--- config.mk ---
export PLATFORM = sky130hd
export DESIGN_NAME = apb_master
export DESIGN_NICKNAME = d
export VERILOG_FILES = /design/src/rtl/apb_master.sv
export SDC_FILE = /design/constraint.sdc
export NUM_CORES = 1
export LEC_CHECK = 0
export CAP_MARGIN = 20
export CORE_AREA = 2 2 57 59
export CTS_CLUSTER_DIAMETER = 40
export DETAILED_ROUTE_END_ITERATION = 8
export DIE_AREA = 0 0 59 61
export GPL_TIMING_DRIVEN = 0
export PLACE_DENSITY = 0.87
export SYNTH_ARGS = -nofsm -noshare
export SYNTH_HDL_FRONTEND = slang
export SYNTH_SLANG_ARGS = --single-unit
export TNS_END_PERCENT = 20
--- constraint.sdc ---
create_clock -name PCLK -period 3.9 [get_ports PCLK]
set_input_delay 0.585 -clock PCLK [delete_from_list [all_inputs] [get_ports PCLK]]
set_output_delay 0.585 -clock PCLK [all_outputs]
set_load 0.1 [all_outputs]
--- src/rtl/apb_master.sv ---
// APB3 initiator: one valid/ready command in, one SETUP/ACCESS transfer out, one response pulse back.
// Optional ACCESS wait-state timeout is enabled by defining APB_MASTER_TIMEOUT_EN.
module apb_master #(
  parameter int ADDR_WIDTH     = 8,
  parameter int DATA_WIDTH     = 8,
  parameter int TIMEOUT_CYCLES = 16
) (
  input  logic                  PCLK,
  input  logic                  PRESET_n,
  input  logic                  cmd_valid,
  output logic                  cmd_ready,
  input  logic                  cmd_write,
  input  logic [ADDR_WIDTH-1:0] cmd_addr,
  input  logic [DATA_WIDTH-1:0] cmd_wdata,
  output logic                  rsp_valid,
  output logic [DATA_WIDTH-1:0] rsp_rdata,
  output logic                  rsp_err,
  output logic                  rsp_timeout,
  output logic                  PSEL,
  output logic                  PENABLE,
  output logic                  PWRITE,
  output logic [ADDR_WIDTH-1:0] PADDR,
  output logic [DATA_WIDTH-1:0] PWDATA,
  input  logic [DATA_WIDTH-1:0] PRDATA,
  input  logic                  PREADY,
  input  logic                  PSLVERR
);

  if (TIMEOUT_CYCLES < 1) begin : g_bad_timeout
    $error("apb_master: TIMEOUT_CYCLES must be at least 1");
  end

  typedef enum logic [1:0] {
    IDLE   = 2'd0,
    SETUP  = 2'd1,
    ACCESS = 2'd2
  } state_e;

  state_e                  state_q, state_d;
  logic                    pwrite_q, pwrite_d;
  logic [ADDR_WIDTH-1:0]   paddr_q, paddr_d;
  logic [DATA_WIDTH-1:0]   pwdata_q, pwdata_d;
  logic                    rsp_valid_q, rsp_valid_d;
  logic [DATA_WIDTH-1:0]   rsp_rdata_q, rsp_rdata_d;
  logic                    rsp_err_q, rsp_err_d;

`ifdef APB_MASTER_TIMEOUT_EN
  localparam int CNT_W = $clog2(TIMEOUT_CYCLES + 1);
  localparam logic [CNT_W-1:0] LAST_WAIT = CNT_W'(TIMEOUT_CYCLES - 1);

  logic [CNT_W-1:0]        wait_cnt_q, wait_cnt_d;
  logic                    rsp_timeout_q, rsp_timeout_d;
`endif

  always_comb begin
    state_d     = state_q;
    pwrite_d    = pwrite_q;
    paddr_d     = paddr_q;
    pwdata_d    = pwdata_q;
    rsp_valid_d = 1'b0;
    rsp_rdata_d = rsp_rdata_q;
    rsp_err_d   = rsp_err_q;
`ifdef APB_MASTER_TIMEOUT_EN
    wait_cnt_d    = wait_cnt_q;
    rsp_timeout_d = rsp_timeout_q;
`endif

    unique case (state_q)
      IDLE: begin
        if (cmd_valid) begin
          pwrite_d = cmd_write;
          paddr_d  = cmd_addr;
          pwdata_d = cmd_wdata;
          state_d  = SETUP;
        end
      end

      SETUP: begin
        state_d = ACCESS;
`ifdef APB_MASTER_TIMEOUT_EN
        wait_cnt_d = '0;
`endif
      end

      ACCESS: begin
        if (PREADY) begin
          // Completion: a slave answering on the last allowed wait cycle still wins.
          rsp_valid_d = 1'b1;
          rsp_rdata_d = pwrite_q ? '0 : PRDATA;
          rsp_err_d   = PSLVERR;
          state_d     = IDLE;
`ifdef APB_MASTER_TIMEOUT_EN
          rsp_timeout_d = 1'b0;
`endif
        end
`ifdef APB_MASTER_TIMEOUT_EN
        else if (wait_cnt_q == LAST_WAIT) begin
          rsp_valid_d   = 1'b1;
          rsp_rdata_d   = '0;
          rsp_err_d     = 1'b1;
          rsp_timeout_d = 1'b1;
          state_d       = IDLE;
        end else begin
          wait_cnt_d = wait_cnt_q + 1'b1;
        end
`endif
      end

      default: state_d = IDLE;
    endcase
  end

  always_ff @(posedge PCLK or negedge PRESET_n) begin
    if (!PRESET_n) begin
      state_q     <= IDLE;
      pwrite_q    <= 1'b0;
      paddr_q     <= '0;
      pwdata_q    <= '0;
      rsp_valid_q <= 1'b0;
      rsp_rdata_q <= '0;
      rsp_err_q   <= 1'b0;
    end else begin
      state_q     <= state_d;
      pwrite_q    <= pwrite_d;
      paddr_q     <= paddr_d;
      pwdata_q    <= pwdata_d;
      rsp_valid_q <= rsp_valid_d;
      rsp_rdata_q <= rsp_rdata_d;
      rsp_err_q   <= rsp_err_d;
    end
  end

`ifdef APB_MASTER_TIMEOUT_EN
  always_ff @(posedge PCLK or negedge PRESET_n) begin
    if (!PRESET_n) begin
      wait_cnt_q    <= '0;
      rsp_timeout_q <= 1'b0;
    end else begin
      wait_cnt_q    <= wait_cnt_d;
      rsp_timeout_q <= rsp_timeout_d;
    end
  end

  assign rsp_timeout = rsp_timeout_q;
`else
  assign rsp_timeout = 1'b0;
`endif

  // Bus controls are pure decodes of the state flop, so reset clears them immediately.
  assign cmd_ready = (state_q == IDLE);
  assign PSEL      = (state_q != IDLE);
  assign PENABLE   = (state_q == ACCESS);
  assign PWRITE    = pwrite_q;
  assign PADDR     = paddr_q;
  assign PWDATA    = pwdata_q;
  assign rsp_valid = rsp_valid_q;
  assign rsp_rdata = rsp_rdata_q;
  assign rsp_err   = rsp_err_q;

endmodule

==> results.json <==
{
  "status": "complete, no violations",
  "ios": 61,
  "dieArea_mm2": 0.003599,
  "crit_arrival_ns": 2.27,
  "routed_wl_mm": 2.510,
  "start_kind": "register",
  "ctsHoldBuffers": 0,
  "holdPathStages": 1,
  "fin_crit_sh": 0.7322,
  "grt_first_pass_wirelength_mm": 4.091,
  "die_w_um": 59,
  "final_nets": 172,
  "crit_chain": "or2_2 > inv_1 > clkdlybuf4s50_1",
  "r2r_slack_ns": 2.48,
  "avgSynthCellArea_um2": 16.63,
  "hold_class": "register to register",
  "numCtsBuffers": 5,
  "drc": 0,
  "dp.cells": 168,
  "synth_top_family_by_area": "multiplexers",
  "startpoint": "state_q[0]",
  "crit_buf_inv": 2,
  "grt_pass1_vias": 879,
  "synth-seq-cells": 29,
  "stdcell_count": 176,
  "antenna_found_initial": 0,
  "period_needed_ns": 2.856,
  "path_class": "register to primary output",
  "synth_simple_gate_area_frac": 0.07523,
  "setup_violations": 0,
  "cts.sink_count": 29,
  "grt_start_max_net_pins": 19,
  "die_y_um": 61,
  "synth_compound_area_frac": 0,
  "ctsRootBufferMaster": "clkbuf_4",
  "fin_setup_tns_ns": 0,
  "tightest_slew_ns": 1.000,
  "syn_inst": 75,
  "worst_slack_ns": 1.044,
  "synthMuxAreaShare": 0.2969,
  "clk_pin_slew_ns": 0.09,
  "fillers": 221,
  "cts-resized-gates": 0,
  "antenna_cells": 0,
  "initial_core_util": 0.4225,
  "register_area_um2": 725.7,
  "area_delta_synth_final_pct": 57.27,
  "gp_congestion": 0.6313,
  "dr.pass1.iters": 4,
  "fp-row-count": 20,
  "crit_slowest_cell": "clkdlybuf4s50_1",
  "cpLargestDelayFamily": "buffers and inverters",
  "r2r-end": "PWDATA[0]",
  "hold_violations": 0,
  "critPathCaptureType": "primary output",
  "slew_violations": 0,
  "r2r_cells": 4,
  "yosys_warnings": 0,
  "dp_slack_ns": 1.393,
  "drt.antenna.violating_nets": 0,
  "cp_max_fo": 5,
  "synth_fp_nets": 105,
  "r2r-start": "state_q[0]",
  "htreeDepth": 2,
  "slew-limit-headroom": 0.3312,
  "wl_per_cell_um": 14.26,
  "critPathRequiredTime_ns": 3.31,
  "endpoint": "cmd_ready",
  "rsz0062_at_grt": "no",
  "insertion_delay_ns": 0.33,
  "cap_violations": 0,
  "clockBufferDepth": 2,
  "port_buffers": 59,
  "multi_input_area_um2": 467.9,
  "max_freq_mhz": 350.2,
  "coreArea_mm2": 0.002953,
  "vias": 821,
  "cp_num_cells": 3,
  "synthXorXnorAreaFrac": 0,
  "dr.first_iter.drc_count": 8,
  "grt_util_all_layers": 0.1586,
  "cts_tree": "built",
  "yosysSeqAreaShare": 0.5817,
  "finClkSkew_ns": 0.006383,
  "grt-ovfl-total": 0,
  "via_per_inst": 4.665,
  "crit_path_max_incr_delay_ns": 1.13,
  "ys_types": 15,
  "synth_fa_ha_area_frac": 0,
  "holdCritStartpoint": "PWDATA[5]",
  "syn-cell-area_mm2": 0.001247,
  "drive_above_1_share": 0.2937,
  "hpwl_mm": 1.934,
  "postCtsSetupRepairBufs": 0
}
per-layer routing:
layer,share of wire,track usage,vias to the layer above
li1,-,-,385
met1,0.41,0.1890,394
met2,0.48,0.2524,39
met3,0.098,0.08102,3
met4,0.010,0.04870,0
met5,0,0,-
registers in the layout (all words and copies together) (netlist names):
signal	flops
state_q	2
rsp_err	1
PADDR	8
PWDATA	8
PWRITE	1
rsp_valid	1
rsp_rdata	8
synth_stat cells:
library cell / instances / area share
nor2b_1: 8 / 0.040
mux2_2: 8 / 0.072
or2_2: 1 / 0.0050
and2b_2: 1 / 0.0070
mux2_4: 18 / 0.22
dfrtp_1: 29 / 0.58
and3b_1: 1 / 0.0070
buf_4: 1 / 0.0060
inv_1: 1 / 0.0030
mux2i_1: 1 / 0.0080
nor3b_2: 1 / 0.010
conb_1: 1 / 0.0030
buf_12: 1 / 0.016
buf_6: 2 / 0.018
or2b_1: 1 / 0.0060
stage by stage:
| step | cell area, µm² | utilization | hold WS, ns |
|---|---|---|---|
| final | 1962 | 0.6644 | 0.5172 |
| after global placement | 1879 | 0.6364 | 0.4899 |
| after detailed placement | 1907 | 0.6458 | 0.4981 |
| after CTS | 1962 | 0.6644 | 0.5201 |
| after global routing | 1962 | 0.6644 | 0.5388 |
| after floorplan | 1247 | - | 0.2894 |
cell families after synthesis:
kind of cell           Yosys count
muxes                           27
other                            1
and+or+nand+nor                 13
buffers and inverters            5
DFF                             29
placed cells by master (no fill, tap or decap), drive strengths merged:
| master | Yosys | final |
|---|---|---|
| mux2 | 26 | 26 |
| and2b | 1 | 1 |
| buf | 4 | 5 |
| clkinvlp | 0 | 1 |
| clkdlybuf4s50 | 0 | 59 |
| or2 | 1 | 1 |
| inv | 1 | 1 |
| nor2b | 8 | 8 |
| clkbuf | 0 | 5 |
| clkinv | 0 | 2 |
| or2b | 1 | 1 |
| conb | 1 | 1 |
| nor3b | 1 | 1 |
| dfrtp | 29 | 29 |
| mux2i | 1 | 1 |
| and3b | 1 | 1 |
final cells by class:
| cell class | count | area share |
|---|---|---|
| clock inverters | 3 | 0.008929 |
| flip-flops and latches | 29 | 0.3699 |
| inverters | 1 | 0.001913 |
| multi-input cells | 41 | 0.2385 |
| clock buffers | 5 | 0.01913 |
| plain buffers | 4 | 0.02551 |
| repair buffers | 60 | 0.3151 |
| well taps | 33 | 0.02105 |
worst min-delay path by stage:
stage	slack [ns]	endpoint
final	0.52	PWDATA[5]
after detailed placement	0.50	PADDR[4]
after CTS	0.52	PWDATA[6]
after global placement	0.49	PADDR[2]
after global routing	0.54	PWDATA[6]
after floorplan	0.29	PADDR[0]
Power is left out: the tool's default activity adds up to more than one toggle a clock period on the data nets, which glitch-free logic cannot reach.
